`src/rtl/ram_copy_engine.sv`:
```
// ram_copy_engine: RAM-port initiator that copies a byte block between two regions
// or fills a region with a constant, then pulses done.
module ram_copy_engine #(
    parameter int ADDR_W = 8,
    parameter int DATA_W = 8
) (
    input  logic              clk,
    input  logic              rst_n,
    input  logic              start,
    input  logic              fill,
    input  logic [ADDR_W-1:0] src_addr,
    input  logic [ADDR_W-1:0] dst_addr,
    input  logic [7:0]        len,
    input  logic [DATA_W-1:0] fill_val,
    output logic              busy,
    output logic              done,
    output logic [ADDR_W-1:0] mem_addr,
    output logic              mem_re,
    output logic              mem_we,
    output logic [DATA_W-1:0] mem_wdata,
    input  logic [DATA_W-1:0] mem_rdata
);
    typedef enum logic [2:0] {IDLE, RD, CAP, WR, DONE} state_t;
    state_t            state, state_nx;
    logic [ADDR_W-1:0] src_ptr, src_nx, dst_ptr, dst_nx;
    logic [7:0]        cnt, cnt_nx;
    logic              fill_q, fill_nx;
    logic [DATA_W-1:0] data_q, data_nx;
    always_ff @(posedge clk or negedge rst_n) begin
        if (!rst_n) begin
            state   <= IDLE;
            src_ptr <= '0;
            dst_ptr <= '0;
            cnt     <= '0;
            fill_q  <= 1'b0;
            data_q  <= '0;
        end else begin
            state   <= state_nx;
            src_ptr <= src_nx;
            dst_ptr <= dst_nx;
            cnt     <= cnt_nx;
            fill_q  <= fill_nx;
            data_q  <= data_nx;
        end
    end
    always_comb begin
        state_nx = state;
        src_nx   = src_ptr;
        dst_nx   = dst_ptr;
        cnt_nx   = cnt;
        fill_nx  = fill_q;
        data_nx  = data_q;
        unique case (state)
            IDLE: if (start) begin
                src_nx   = src_addr;
                dst_nx   = dst_addr;
                cnt_nx   = len;
                fill_nx  = fill;
                data_nx  = fill ? fill_val : data_q;
                state_nx = (len == 8'd0) ? DONE : (fill ? WR : RD);
            end
            RD:   state_nx = CAP;
            CAP: begin
                data_nx  = mem_rdata;
                state_nx = WR;
            end
            WR: begin
                dst_nx   = dst_ptr + 1'b1;
                src_nx   = fill_q ? src_ptr : src_ptr + 1'b1;
                cnt_nx   = cnt - 8'd1;
                state_nx = (cnt == 8'd1) ? DONE : (fill_q ? WR : RD);
            end
            DONE: state_nx = IDLE;
            default: state_nx = IDLE;
        endcase
    end
    // All outputs come straight from registered state, so no input reaches an output combinationally.
    assign busy      = state != IDLE;
    assign done      = state == DONE;
    assign mem_re    = state == RD;
    assign mem_we    = state == WR;
    assign mem_addr  = (state == RD) ? src_ptr : dst_ptr;
    assign mem_wdata = data_q;
endmodule

```
`config.mk`:
```
export PLATFORM = sky130hd
export DESIGN_NAME = ram_copy_engine
export DESIGN_NICKNAME = d
export VERILOG_FILES = /design/src/rtl/ram_copy_engine.sv
export SDC_FILE = /design/constraint.sdc
export NUM_CORES = 1
export LEC_CHECK = 0
export CAP_MARGIN = 40
export CORE_ASPECT_RATIO = 0.6
export CORE_MARGIN = 10
export CORE_UTILIZATION = 35
export CTS_CLUSTER_DIAMETER = 30
export DETAILED_ROUTE_END_ITERATION = 12
export PLACE_DENSITY = 0.59
export SLEW_MARGIN = 20
export SYNTH_ARGS = -nofsm -noshare
export SYNTH_HDL_FRONTEND = slang
export SYNTH_SLANG_ARGS = --single-unit
export TNS_END_PERCENT = 1
```
`constraint.sdc`:
```
create_clock -name clk -period 3.6 [get_ports clk]
set_clock_uncertainty 0.1 [all_clocks]
set_input_delay 0.72 -clock clk [delete_from_list [all_inputs] [get_ports clk]]
set_output_delay 0.72 -clock clk [all_outputs]
set_load 0.05 [all_outputs]
```
==> key figures <==
Status
  • Outcome: complete, no violations

Worst setup path
  • Critical R2R Launch: state[2]$_DFFE_PN0P_
  • Critical path arrival: 1950 ps
  • Critical Path RT: 2780 ps
  • Worst Setup End Kind: primary output
  • Worst Path Max Fanout: 12
  • Critical path type: reg2out
  • R2R cell count: 7
  • Crit Reg-Reg Endpoint: cnt[7]$_DFFE_PN0P_
  • Setup crit start kind: register
  • Worst R2R Setup Slack: 1460 ps

GRT
  • GRT Residual Overflow: 0
  • Vias in the first global route: 1849
  • Pin count of the biggest net entering global routing: 37
  • GRT Util Overall: 0.124
  • Initial antenna violation count: 0
  • Global-route wire length before repair: 9800 um

Detailed routing
  • Antenna Nets Post-Route: 0
  • Vias per cell: 5.14
  • DRC errors left: 0
  • Via count: 1996
  • Total Wirelength: 6260 um
  • Drt wl/cell: 16.1 um
  • Initial DRC Count: 117
  • DR pass1 iterations: 4

Hold path
  • Hold path endpoint: mem_wdata[7]$_DFFE_PN0P_
  • Hold Path Stages: 2
  • Min-delay worst type: reg2reg
  • Worst Hold Launch: mem_wdata[7]$_DFFE_PN0P_

Clock network
  • H-tree Lvls: 2
  • Clock sink count: 36
  • # resized after CTS: 0
  • Clk Latency, worst-skew pair: 290 ps
  • Setup bufs post-CTS: 0
  • Hold_buf cts: 0
  • Number of buffers created by CTS: 5
  • Root buffer cell: clkbuf_8
  • CTS tree: built
  • Clock slew at reported path FFs: 70 ps
  • Deepest clock path buffer count: 2

Yosys
  • Post-synth design cell area: 2190 um^2
  • Dominant synthesized flop cell: dfrtp_1
  • EDFF count, synth: 0
  • Yosys warns: 0
  • Gate count of the mapped netlist: 242
  • Syn Nets: 290
  • Yosys cell types: 50
  • Ys async rst share: 1.00
  • Sequential area share after synthesis: 0.411
  • Number of synthesized register bits: 36
  • Average cell area after synthesis: 9.05 um^2

Power
  • Leakage power: 1.23 nW
  • Gate power share: 0.639
  • Total power draw: 3.10 mW
  • Max VDD drop: 0.000507 V
  • Sequential share of power: 0.262
  • Net Sw Frac: 0.486
  • Clk pwr share: 0.098
  • Power Internal: 1.59 mW
  • P per Cell Area: 1010 nW/um^2
  • Switching Power: 1.51 mW

Flow run
  • Max-Cap Viols: 0

Floorplan
  • Core area: 6080 um^2
  • Die height: 81.3 um
  • Die W: 122 um
  • Initial Util: 0.360
  • Rows: 22
  • Ports: 64
  • Die area: 9930 um^2

Placement
  • Dpl ws: 1000 ps
  • Buffers on Ports: 63
  • DP Cell Count: 380
  • Placer congestion estimate: 0.778
  • Placed cell areas: 2970 um^2
  • Detailed Place HPWL: 4700 um

Timing
  • Peak Freq: 0.361 GHz
  • Period utilization: 0.769
  • Final hold vios: 0
  • Final setup margin: 830 ps
  • RSZ-0062 raised after global routing: false
  • Pins Over Slew Limit: 0
  • Final min period: 2770 ps
  • Setup-failing EPs final: 0
  • Max_slew headroom: 0.526
  • TNS Setup: 0 ps
  • Hold WS: 384 ps
  • Worst Max-Slew Pin Slew: 708 ps

Cells and area
  • Number of diodes: 0
  • Area growth syn-to-layout: 39.5%
  • Share of post-route cells with drive strength above 1: 0.128
  • # nets final: 351
  • Final cell count without fillers: 388
  • Share of the core filled with cells: 0.502
  • Post-route cell area: 3060 um^2
[how the worst max path moves through the flow]
stage / depth (start not counted) / slack [ps] / startpoint / to
after floorplan: 4 / 730 / state[0]$_DFFE_PN0P_ / mem_addr[2]
after global placement: 5 / 1020 / start / src_ptr[2]$_DFFE_PN0P_
after detailed placement: 5 / 1000 / start / src_ptr[2]$_DFFE_PN0P_
after CTS: 3 / 820 / state[1]$_DFFE_PN0P_ / done
after global routing: 3 / 710 / state[1]$_DFFE_PN0P_ / done
final: 3 / 830 / state[1]$_DFFE_PN0P_ / done
[cells in the final DEF, fill, tap and decap left out, types with 3 or more instances in the layout]
cell,netlist,routed
o21ai_2,3,3
inv_1,11,11
mux2i_1,9,9
a2bb2oi_1,3,3
nor4_1,4,4
buf_4,2,5
nand4_1,3,3
nor2_1,22,22
nand2_1,29,29
dfrtp_1,36,36
clkbuf_8,0,6
buf_12,0,10
clkdlybuf4s50_1,0,53
o21ai_0,27,27
a21oi_1,17,17
mux2_2,5,5
nand2b_1,3,3
o22ai_1,4,4
ha_1,4,4
nand3_1,8,8
a22oi_1,3,3
[power groups by stage]
stage | combinational, mW | sequential (mW) | clock, mW
after floorplan | 1.20 | 0.885 | 0
after global placement | 1.97 | 0.810 | 0
after detailed placement | 1.99 | 0.813 | 0
after CTS | 2.00 | 0.807 | 0.310
after global routing | 2.14 | 0.848 | 0.331
final | 1.98 | 0.812 | 0.305
[cell usage after synthesis (3+ instances only)]
library cell	count	share of area
ha_1	4	0.023
o21ai_0	27	0.062
mux2i_1	9	0.041
mux2_2	5	0.026
buf_2	8	0.018
a21oi_1	17	0.039
nand3_1	8	0.018
a22oi_1	3	0.010
nor4_1	4	0.011
a2bb2oi_1	3	0.012
o22ai_1	4	0.011
dfrtp_1	36	0.41
inv_1	11	0.019
nand2_1	29	0.050
nand4_1	3	0.0086
o21ai_2	3	0.012
nor2_1	22	0.038
nand2b_1	3	0.0086
[metal layers]
layer,track usage,share of wire,vias to the layer above
li1,-,-,1005
met4,0.0328,0.0078,0
met1,0.187,0.53,926
met5,0,0,-
met2,0.166,0.42,59
met3,0.0325,0.047,6
[state kept, by name, indices dropped and copies added (netlist names)]
signal / cells
src_ptr: 8
state: 3
dst_ptr: 8
fill_q: 1
mem_wdata: 8
cnt: 8
[critical path: stages (launching register included)]
cell,delay (ps)
dfrtp_1,520
nor2_1,170
and2_1,150
clkdlybuf4s50_1,810
[logic make-up (layout without fill, tap and decap cells)]
group	after synthesis	after routing	synth area share
simple gates	87	87	0.208
fa+ha+maj	4	4	0.0228
mux	14	14	0.0668
buf+inv	25	87	0.0634
flops	36	36	0.411
compound gates	76	76	0.228
[cell type report]
type                    instances  area, um^2
clock buffers                   8        90.1
fillers                       573        3030
inverters                      11        41.3
multi-input cells             181        1150
flip-flops and latches         36         901
well taps                      84         105
repair buffers                 68         768
(Power assumes the default switching activity.)
==> RTL edit (same flow settings) <==
Take the reset off `data_q` and load it in a clocked block of its own.
--- a/src/rtl/ram_copy_engine.sv
+++ b/src/rtl/ram_copy_engine.sv
@@ -35,3 +35,2 @@
             fill_q  <= 1'b0;
-            data_q  <= '0;
         end else begin
@@ -42,4 +41,7 @@
             fill_q  <= fill_nx;
-            data_q  <= data_nx;
         end
+    end
+
+    always_ff @(posedge clk) begin
+        data_q <= data_nx;
     end
Function: changed (a bounded check fails within 4 cycles, from zero or initial values and one cycle with rst_n low).
==> RTL edit against the unedited design <==
Largest cell class unchanged; setup slack worse by 31 ps; cell area down 1.3%; sequential cell count unchanged; total power down 2.9%; wire length up 0.69%; global-route usage up 0.53 points; sequential power up 2%; synthesized area down 4.0%; register-to-register slack better by 160 ps; sequential share of layout area up 1.7 points.
==> RTL edit: results (changes against the unedited design) <==
<table>
<tr><th>Metric</th><th>Value</th></tr>
<tr><th colspan="2">Run status</th></tr>
<tr><td>Status</td><td>complete, no violations</td></tr>
<tr><th colspan="2">Synthesis</th></tr>
<tr><td>Adder-cell share of the synthesized area</td><td>2.38% (+0.095 points)</td></tr>
<tr><td>Share of the synthesized area in compound gates (AO/OA/AOI/OAI)</td><td>19.7% (-3.1 points)</td></tr>
<tr><td>Number of library cell types mapped by synthesis</td><td>52 (+4.0%)</td></tr>
<tr><td>Fraction of synthesized area in multiplexers</td><td>9.04% (+2.4 points)</td></tr>
<tr><td>Net Count, Synth</td><td>260 (-10%)</td></tr>
<tr><td>Register area share after synthesis</td><td>44.7% (+3.6 points)</td></tr>
<tr><td>Leading post-synthesis cells by instance count</td><td>dfrtp_1 (28), nand2_1 (21), nor2_1 (17), mux2_2 (16), a21oi_1 (14)</td></tr>
<tr><td>Cell types occupying the most area after synthesis</td><td>dfrtp_1 (33%), edfxtp_1 (11%), mux2_2 (8.6%)</td></tr>
<tr><th colspan="2">Setup path</th></tr>
<tr><td>Critical R2R Launch</td><td>state[0]$_DFFE_PN0P_</td></tr>
<tr><td>Worst Reg-to-Reg Cells</td><td>5 (-2)</td></tr>
<tr><td>Register-to-register path setup slack</td><td>1620 ps (+160 ps)</td></tr>
<tr><td>Largest fanout on the critical path</td><td>13 (+1)</td></tr>
<tr><td>Endpoint of the worst-slack reg-to-reg timing path</td><td>cnt[3]$_DFFE_PN0P_</td></tr>
<tr><th colspan="2">Placement</th></tr>
<tr><td>Routability congestion estimate</td><td>0.815 (+4.8%)</td></tr>
<tr><td>Placed Instances</td><td>349 (-8.2%)</td></tr>
<tr><td>Detailed-placement wirelength estimate</td><td>4.90 mm (+4.4%)</td></tr>
<tr><td>Placed Instance Area</td><td>2900 µm² (-2.4%)</td></tr>
<tr><th colspan="2">Power</th></tr>
<tr><td>Power Combinational</td><td>0.00181 W (-9%)</td></tr>
<tr><td>Sequential power</td><td>0.000829 W (+2%)</td></tr>
<tr><th colspan="2">Routing</th></tr>
<tr><td>Count of routing violations after the opening detailed-route iteration</td><td>162 (+38%)</td></tr>
<tr><td>Routed Wire Length</td><td>6.30 mm (+0.69%)</td></tr>
<tr><td>Drt pass-1 iters</td><td>5 (+1)</td></tr>
<tr><th colspan="2">Final layout</th></tr>
<tr><td>Final #Nets</td><td>324 (-7.7%)</td></tr>
<tr><th colspan="2">GRT</th></tr>
<tr><td>Pin count of the biggest net entering global routing</td><td>29 (-22%)</td></tr>
<tr><th colspan="2">Floorplan</th></tr>
<tr><td>Number of cell rows</td><td>21 (-4.5%)</td></tr>
<tr><th colspan="2">Timing</th></tr>
<tr><td>Worst hold margin</td><td>445 ps (+61.6 ps)</td></tr>
<tr><th colspan="2">Worst hold path</th></tr>
<tr><td>Number of cells on the worst hold path</td><td>1 (-1)</td></tr>
</table>
==> RTL edit: changes by cell type in the layout (fill, tap and decap cells not counted), sizes merged, moves of 4 or more <==
| cell | delta |
|---|---|
| and3 | +4 |
| o21ai | -15 |
| inv | -8 |
| dfrtp | -8 |
| mux2 | +11 |
| edfxtp | +8 |
| nand2 | -8 |
| mux2i | -8 |
| nor2 | -5 |
==> RTL edit: routing by layer <==
layer | global-route usage, % | wire length (µm) | up-vias
met5 | 0 | 0 | -
met2 | 17.1 | 2710 | 78
met4 | 3.36 | 57 | 0
met1 | 18.9 | 3070 | 926
li1 | - | - | 930
met3 | 4.38 | 463 | 7
==> RTL edit: final cells by class <==
class / count / area [µm²]
Fill cell: 524 / 2680
Multi-Input combinational cell: 161 / 1090
Sequential cell: 36 / 941
Timing Repair Buffer: 69 / 753
Clock buffer: 8 / 121
Tap cell: 80 / 100
Inverter: 3 / 11.3
